<file path="src/rtl/hdlc_pkg.sv">
// Shared constants and state encoding for the HDLC-style framer/deframer pair.
// The FCS-16 values follow the reflected CCITT form used on the link.
package hdlc_pkg;

    localparam logic [7:0]  HDLC_FLAG  = 8'h7E;
    localparam logic [7:0]  HDLC_ESC   = 8'h7D;
    localparam logic [7:0]  HDLC_XOR   = 8'h20;

    localparam logic [15:0] FCS16_INIT = 16'hFFFF;
    localparam logic [15:0] FCS16_GOOD = 16'hF0B8;
    localparam logic [15:0] FCS16_POLY = 16'h8408;

    typedef enum logic [1:0] {
        HUNT,
        IDLE,
        DATA,
        ESC
    } hdlc_state_e;

endpackage

</file>
<file path="src/rtl/fcs16_byte.sv">
// Combinational FCS-16 advance by one byte, LSB first, reflected polynomial.
// Kept standalone so the transmit framer can share it.
module fcs16_byte
    import hdlc_pkg::*;
(
    input  logic [15:0] i_crc,
    input  logic [7:0]  i_data,
    output logic [15:0] o_crc
);

    always_comb begin
        logic [15:0] c;
        c = i_crc;
        for (int i = 0; i < 8; i++) begin
            if (c[0] ^ i_data[i])
                c = (c >> 1) ^ FCS16_POLY;
            else
                c = c >> 1;
        end
        o_crc = c;
    end

endmodule

</file>
<file path="src/rtl/hdlc_deframer.sv">
// Receive deframer: flag delimiting, escape removal, FCS-16 check, length limit.
// Payload goes out as registered strobes; each frame closes with one status pulse.
module hdlc_deframer
    import hdlc_pkg::*;
#(
    parameter  int MAX_LEN   = 256,
    parameter  int CHECK_FCS = 1,
    localparam int LW        = $clog2(MAX_LEN + 1)
) (
    input  logic          mclk,
    input  logic          reset,
    input  logic [7:0]    in_data,
    input  logic          in_strobe,
    output logic [7:0]    out_data,
    output logic          out_strobe,
    output logic          out_sop,
    output logic          frame_end,
    output logic          frame_ok,
    output logic [LW-1:0] frame_len
);

    hdlc_state_e   r_state, w_state_nxt;
    logic [LW-1:0] r_count, w_count_nxt;
    logic [15:0]   r_crc,   w_crc_nxt;
    logic [7:0]    r_out_data, w_out_data_nxt;
    logic          r_out_strobe, w_out_strobe_nxt;
    logic          r_out_sop, w_out_sop_nxt;
    logic          r_frame_end, w_frame_end_nxt;
    logic          r_frame_ok, w_frame_ok_nxt;
    logic [LW-1:0] r_frame_len, w_frame_len_nxt;

    logic [7:0]    w_byte;
    logic [15:0]   w_crc_upd;
    logic          w_full;
    logic          w_fcs_ok;

    // The only escaped byte is the one following ESC, so unescape here once.
    assign w_byte   = (r_state == ESC) ? (in_data ^ HDLC_XOR) : in_data;
    assign w_full   = (32'(r_count) == MAX_LEN);
    assign w_fcs_ok = (CHECK_FCS == 0) ||
                      ((32'(r_count) >= 3) && (r_crc == FCS16_GOOD));

    fcs16_byte u_fcs (
        .i_crc  (r_crc),
        .i_data (w_byte),
        .o_crc  (w_crc_upd)
    );

    always_comb begin
        w_state_nxt      = r_state;
        w_count_nxt      = r_count;
        w_crc_nxt        = r_crc;
        w_out_data_nxt   = r_out_data;
        w_out_strobe_nxt = 1'b0;
        w_out_sop_nxt    = 1'b0;
        w_frame_end_nxt  = 1'b0;
        w_frame_ok_nxt   = r_frame_ok;
        w_frame_len_nxt  = r_frame_len;

        if (in_strobe) begin
            if (r_state == HUNT) begin
                if (in_data == HDLC_FLAG)
                    w_state_nxt = IDLE;
            end else if (in_data == HDLC_FLAG) begin
                // Closing flag doubles as the next opener; empty frames stay silent.
                if (r_count != '0) begin
                    w_frame_end_nxt = 1'b1;
                    w_frame_ok_nxt  = (r_state == ESC) ? 1'b0 : w_fcs_ok;
                    w_frame_len_nxt = r_count;
                end
                w_state_nxt = IDLE;
                w_count_nxt = '0;
                w_crc_nxt   = FCS16_INIT;
            end else if (r_state != ESC && in_data == HDLC_ESC) begin
                w_state_nxt = ESC;
            end else if (w_full) begin
                w_frame_end_nxt = 1'b1;
                w_frame_ok_nxt  = 1'b0;
                w_frame_len_nxt = LW'(MAX_LEN);
                w_state_nxt     = HUNT;
                w_count_nxt     = '0;
                w_crc_nxt       = FCS16_INIT;
            end else begin
                w_out_strobe_nxt = 1'b1;
                w_out_sop_nxt    = (r_count == '0);
                w_out_data_nxt   = w_byte;
                w_count_nxt      = r_count + 1'b1;
                w_crc_nxt        = w_crc_upd;
                w_state_nxt      = DATA;
            end
        end
    end

    always_ff @(posedge mclk or posedge reset) begin
        if (reset) begin
            r_state      <= HUNT;
            r_count      <= '0;
            r_crc        <= FCS16_INIT;
            r_out_data   <= '0;
            r_out_strobe <= 1'b0;
            r_out_sop    <= 1'b0;
            r_frame_end  <= 1'b0;
            r_frame_ok   <= 1'b0;
            r_frame_len  <= '0;
        end else begin
            r_state      <= w_state_nxt;
            r_count      <= w_count_nxt;
            r_crc        <= w_crc_nxt;
            r_out_data   <= w_out_data_nxt;
            r_out_strobe <= w_out_strobe_nxt;
            r_out_sop    <= w_out_sop_nxt;
            r_frame_end  <= w_frame_end_nxt;
            r_frame_ok   <= w_frame_ok_nxt;
            r_frame_len  <= w_frame_len_nxt;
        end
    end

    assign out_data   = r_out_data;
    assign out_strobe = r_out_strobe;
    assign out_sop    = r_out_sop;
    assign frame_end  = r_frame_end;
    assign frame_ok   = r_frame_ok;
    assign frame_len  = r_frame_len;

endmodule

</file>
<file path="config.mk">
export PLATFORM = sky130hd
export DESIGN_NAME = hdlc_deframer
export DESIGN_NICKNAME = d
export VERILOG_FILES = /design/src/rtl/hdlc_pkg.sv /design/src/rtl/fcs16_byte.sv /design/src/rtl/hdlc_deframer.sv
export SDC_FILE = /design/constraint.sdc
export NUM_CORES = 1
export LEC_CHECK = 0
export BUFFER_PORTS_ARGS = -buffer_cell sky130_fd_sc_hd__buf_4
export CAP_MARGIN = 20
export CORE_ASPECT_RATIO = 0.75
export CORE_MARGIN = 2
export CORE_UTILIZATION = 40
export CTS_CLUSTER_DIAMETER = 100
export DETAILED_ROUTE_END_ITERATION = 10
export PLACE_DENSITY_LB_ADDON = 0.2
export SLEW_MARGIN = 40
export SYNTH_ARGS = -nofsm -noshare
export SYNTH_HDL_FRONTEND = slang
export SYNTH_SLANG_ARGS = --single-unit
</file>
<file path="constraint.sdc">
create_clock -name mclk -period 2.5 [get_ports mclk]
set_input_delay 0.25 -clock mclk [delete_from_list [all_inputs] [get_ports mclk]]
set_output_delay 0.25 -clock mclk [all_outputs]
set_load 0.01 [all_outputs]
</file>
==> metrics, run 1 <==
critical path's largest stage delay 0.57 ns; reg-to-reg slack, setup 0.21 ns; Syn Nets 238; Skew-Pair Late Insertion Delay 0.30 ns; Top FF cell, synth dfrtp_1; Synth Area in XOR/XNOR 9.186%; Least-Margin Pin Slew 0.5481 ns; Min-Delay Path Class primary input to async pin; Setup CP Type flop to flop; Max clock buf depth 2; Post-Synth Adder-Cell Area 1.050%; crit path cell chain or4_4 > nor4b_4 > o22ai_1 > nand2b_1 > mux2_4; Synth Area in Compound Gates 14.70%; core region area 5796 sq um; critical path data arrival time 2.48 ns; DRC viols 0; post-synthesis sequential area ratio 51.23%; Yosys top cell by area dfrtp_1; Setup TNS 0 ns; initial drt markers 197; Mapped Avg Cell Area 10.59 sq um; Crit. Startpoint r_count[2]; I/O Pins 32; row count 24; Area after DPL 2746 sq um; Final #Nets 276; total die area 6599 sq um; period utilisation layout 91.50%; CTS sink cnt 48; global route total overflow 0; CP Capture Type flop; status finished clean; post-synthesis simple-gate area fraction 15.80%; Worst-path clk slew 0.10 ns; Cells after Synth 225; max-cap violation count 0; WL final 5337 um; distinct cell type count after synthesis 46; top cell type's share of synthesized area 33.60%; TritonCTS clock tree done; Die W 93.14 um; Hold-fix buffers, CTS 0; TritonCTS Buffers 5; Fin. Hold Viols 0; Area growth syn-to-layout 19.89%; antenna violations before repair 0; number of global-route vias before repair 1677; crit start category flop; slowest CP cell or4_4; Post-synth ARST share 100.0%; setup bufs post-CTS 0; CP max FO 10; DR vias/cell 5.295; VDD IR max 0.0004363 V; Diodes inserted 0; post-synthesis mux area share 4.409%; largest family of logic cells by synthesized area simple AND/OR/NAND/NOR gates; min cycle time layout 2.287 ns; synth top area cells dfrtp_1 (34%), dfstp_2 (18%), xnor2_1 (6.6%); Synth Register Bits 48; clock skew 0.01229 ns; largest net degree at the start of global routing 45; root buffer cell clkbuf_8; # resized after CTS 0; power per cell area 1051 nW/um^2; final instance area 2858 sq um; leakage 1.270 nW; endpoints failing setup 0; worst reg2reg path startpoint r_count[2]; DR pass1 iterations 4; HPWL after DPL 3752 um; synthesized area 2384 sq um; Detail Route Antenna Nets 0; Avg WL per Cell 15.61 um; share of layout cells above drive strength 1 27.27%; total track usage 17.38%; # port buffers 31; fin util 49.31%; max-slew violations 0; critical path required time 2.69 ns; first-pass GRT wire length 8907 um; worst relative slew slack 63.12%; yosys warns 0; achievable frequency 437.2 MHz; die height 70.85 um; Final Wtd Congestion 0.8699; EDFF count, synth 0; via count 1811; effective utilization at floorplan 41.13%; H-tree depth 2; unrepaired setup endpoints after global routing false
==> final timing paths <==
path / to / cells past startpoint
max: frame_ok / 5
min: out_strobe / 2
max reg2reg: frame_ok / 5
min reg2reg: r_crc[10] / 2
max in group asynchronous: r_crc[1] / 3
min in group mclk: r_state[1] / 2
==> state kept, by name, summed over array words and instances, names as in the netlist <==
signal	count
r_state	2
out_data	8
out_sop	1
r_count	9
out_strobe	1
frame_ok	1
frame_end	1
r_crc	16
frame_len	9
==> cell families (layout without fill, tap and decap cells) <==
family | count (synthesis) | in the layout
simple gates | 69 | 69
xor+xnor | 25 | 25
flops | 48 | 48
compound gates | 52 | 52
buf+inv | 20 | 59
fa+ha+maj | 2 | 2
mux | 9 | 9
==> routing by layer <==
metal	track usage, %	share of wire (%)	up-vias
met5	0	0	-
met4	5.065	0.84	0
met3	3.301	5.5	4
met2	21.74	41	46
met1	29.56	52	879
li1	-	-	882
==> Yosys cell counts (5+ instances only) <==
library cell and number:
a21oi_1 8, a22o_1 8, a31oi_1 11, clkbuf_1 6, dfrtp_1 32, dfstp_2 16
inv_1 7, mux2_1 8, nand2_1 17, nand2b_1 5, nand3_1 8, nor2_1 16
o21ai_0 9, xnor2_1 18, xor2_1 7
==> per-stage QoR <==
stage / power (mW) / instances / worst slack (ns) / hold slack [ns]
floorplan: 2.120 / 225 / 0.2910 / 0.3357
global placement: 2.434 / 334 / 0.2324 / 0.4616
detailed placement: 2.448 / 334 / 0.2036 / 0.3495
CTS: 3.016 / 342 / 0.2069 / 0.01916
global route: 3.219 / 342 / 0.1329 / 0.02624
finish: 3.002 / 342 / 0.2125 / 0.0004390
==> critical path, delay by kind of cell, from the launching register on <==
family           cells  cell delay, ns
multiplexers         1            0.38
AO/OA/AOI/OAI        1            0.14
flip-flops           1            0.43
AND/OR/NAND/NOR      3            1.24
==> where the power goes <==
group,total [mW],switching (mW),internal (mW)
logic,1.08,0.539,0.543
clock network,0.558,0.261,0.297
registers,1.36,0.252,1.11
==> placed cells by master, fill, tap and decap left out, drive strengths merged, types with 7 or more instances in the layout <==
master  count
dfrtp      32
nand3       8
mux2        9
a22o        8
a31oi      11
a21oi       8
nand2      18
nor2       16
xnor2      18
o21ai      10
dfstp      16
inv         9
xor2        7
buf        42
==> cell type report <==
class / count / area (sq um)
Multi-Input combinational cell: 157 / 1076
Sequential cell: 48 / 1221
Fill cell: 543 / 2938
Clock inverter: 3 / 42.54
Clock buffer: 5 / 68.82
Inverter: 9 / 36.28
Timing Repair Buffer: 42 / 315.3
Tap cell: 78 / 97.59
No activity file was read; power rests on OpenSTA's default activity.
==> run 2, diff against run 1 <==
SYNTH_HIERARCHICAL = 1   (was unset)
==> metrics, run 2 <==
clock skew 0.005202 ns (-0.007092 ns); Final Wtd Congestion 0.7891 (-9.3%); Hold-fix buffers, CTS 0 (unchanged); total track usage 17.93% (+0.55 points); Max clock buf depth 2 (unchanged); Fin. Hold Viols 0 (unchanged); setup slack after layout 0.4796 ns (+0.2671 ns); Diodes inserted 0 (unchanged); Mapped Avg Cell Area 10.27 sq um (-3.0%); crit start category flop; most frequent cells after synthesis nand2_1 (55), dfrtp_1 (32), o21ai_0 (26); die height 74.91 um (+5.7%); HPWL after DPL 4363 um (+16%); Final #Nets 309 (+12%); Setup CP Type flop to flop; WL final 6018 um (+13%); number of global-route vias before repair 1980 (+18%); synthesized area 2681 sq um (+12%); power per cell area 1030 nW/um^2 (-1.9%); setup bufs post-CTS 0 (unchanged); Cells after Synth 261 (+16%); leakage 1.416 nW (+12%); H-tree depth 2 (unchanged); Min-Delay Path Class primary input to async pin; core region area 6381 sq um (+10%); Largest Register r_crc; Area growth syn-to-layout 15.26%; first-pass GRT wire length 10300 um (+16%); Least-Margin Pin Slew 0.7096 ns (+0.1615 ns); Top FF cell, synth dfrtp_1; number of fill cells 637 (+17%); TritonCTS Buffers 5 (unchanged); I/O Pins 32 (unchanged); Post-synth ARST share 100.0% (unchanged); CP Capture Type flop; top cell type's share of synthesized area 29.86% (-3.7 points); period utilisation layout 80.81% (-11 points); global route total overflow 0 (unchanged); pre-CTS WS 0.4573 ns (+0.2536 ns); largest net degree at the start of global routing 38 (-16%); Setup TNS 0 ns (unchanged); crit path cell chain nor4_2 > nand4_2 > a21oi_1 > buf_4 > mux2i_1; # resized after CTS 0 (unchanged); distinct cell type count after synthesis 53 (+15%); Final Power 3.185 mW (+6.1%); status finished clean; Syn Nets 274 (+15%); EDFF count, synth 0 (unchanged); total die area 7381 sq um (+12%); Avg WL per Cell 15.92 um (+2.0%); critical path data arrival time 2.24 ns (-0.24 ns); Worst-path clk slew 0.09 ns (about the same); effective utilization at floorplan 42.02% (+0.89 points); share of layout cells above drive strength 1 28.28% (+1.0 points); most frequent cell after synthesis nand2_1; max FFs per register 16 (unchanged); max-cap violation count 0 (unchanged); # port buffers 31 (unchanged); CTS sink cnt 48 (unchanged); endpoints failing setup 0 (unchanged); initial drt markers 115 (-42%); Die W 98.54 um (+5.8%); critical path required time 2.72 ns (+0.03 ns); synth top area cells dfrtp_1 (30%), dfstp_2 (16%), nand2_1 (7.7%); TritonCTS clock tree done; DR pass1 iterations 4 (unchanged); max-slew violations 0 (unchanged); antenna violations before repair 0 (unchanged); register area 1221 sq um (unchanged); Synth Register Bits 48 (unchanged); multi-input logic area 1336 sq um (+24%); post-synthesis sequential area ratio 45.54% (-5.7 points); Detail Route Antenna Nets 0 (unchanged); Yosys top cell by area dfrtp_1; commonest non-fill, non-tap cell in the layout nand2_1; Worst R2R Path Depth 5 (unchanged); row count 25 (+4.2%); commonest cells after routing, fill and taps aside nand2_1 (55), buf_4 (38), dfrtp_1 (32); VDD IR max 0.0004463 V (+2.3%); worst relative slew slack 52.69% (-10 points); critical path's largest stage delay 0.45 ns (-0.12 ns); slowest CP cell dfrtp_1; min cycle time layout 2.020 ns (-0.2671 ns); root buffer cell clkbuf_8; DRC viols 0 (unchanged); yosys warns 6 (+6); DR vias/cell 5.257 (-0.73%); achievable frequency 495.0 MHz (+13%); CP max FO 8 (-2); Skew-Pair Late Insertion Delay 0.30 ns (about the same); unrepaired setup endpoints after global routing false; via count 1987 (+9.7%)
-- run 2: logic make-up (layout without fill, tap and decap cells) --
group           after synthesis  count (layout)  synth area share (%)
buf+inv                      27              63                 4.619
mux                          17              17                 6.906
fa+ha+maj                     2               2                0.9331
xor+xnor                     25              25                 14.09
flops                        48              48                 45.54
simple gates                 98              98                 17.73
compound gates               44              44                 10.17
-- run 2: cell type report --
class,count,share of cell area [%]
clock buffers,7,2.470
clock inverters,1,0.1619
inverters,17,2.105
multi-input cells,186,43.24
flip-flops and latches,48,39.51
well taps,81,3.279
repair buffers,38,9.231
-- run 2: where the power goes --
part / switching, mW / internal [mW] / total, mW
registers: 0.254 / 1.11 / 1.37
logic: 0.564 / 0.787 / 1.35
clock network: 0.269 / 0.197 / 0.466
total: 1.09 / 2.10 / 3.18
-- run 2: worst max-delay path: cells and delay by family, from the launching register on --
| family | cells | cell delay (ns) |
|---|---|---|
| AO/OA/AOI/OAI | 1 | 0.35 |
| buffers and inverters | 1 | 0.26 |
| flip-flops | 1 | 0.45 |
| multiplexers | 1 | 0.22 |
| AND/OR/NAND/NOR | 2 | 0.66 |
-- run 2: routing by layer --
metal / GRT usage, % / vias up / share of wire [%]
met5: 0 / - / 0
met4: 4.566 / 0 / 0.98
met3: 3.064 / 5 / 4.0
met1: 27.40 / 975 / 52
met2: 26.68 / 45 / 43
li1: - / 962 / -
-- run 2: path summary, 6_finish.rpt --
| check | startpoint | endpoint | slack, ns |
|---|---|---|---|
| hold / removal | reset | out_data[3] | 0.01 |
| setup / recovery | r_count[2] | frame_len[1] | 0.48 |
| hold reg to reg | r_crc[9] | r_crc[9] | 0.47 |
| max in group asynchronous | reset | r_crc[15] | 1.86 |
| setup reg to reg | r_count[2] | frame_len[1] | 0.48 |
| min in group mclk | in_strobe | r_state[1] | 0.19 |
-- run 2: per-stage QoR --
| stage | util [%] | instances | hold WS [ns] | instance area, sq um |
|---|---|---|---|---|
| after global placement | 47.14 | 370 | 0.4484 | 3008 |
| after detailed placement | 47.14 | 370 | 0.4599 | 3008 |
| final | 48.43 | 378 | 0.01098 | 3090 |
| after global routing | 48.43 | 378 | 0.06287 | 3090 |
| after CTS | 48.41 | 378 | 0.1273 | 3089 |
| after floorplan | - | 261 | 0.3448 | 2681 |
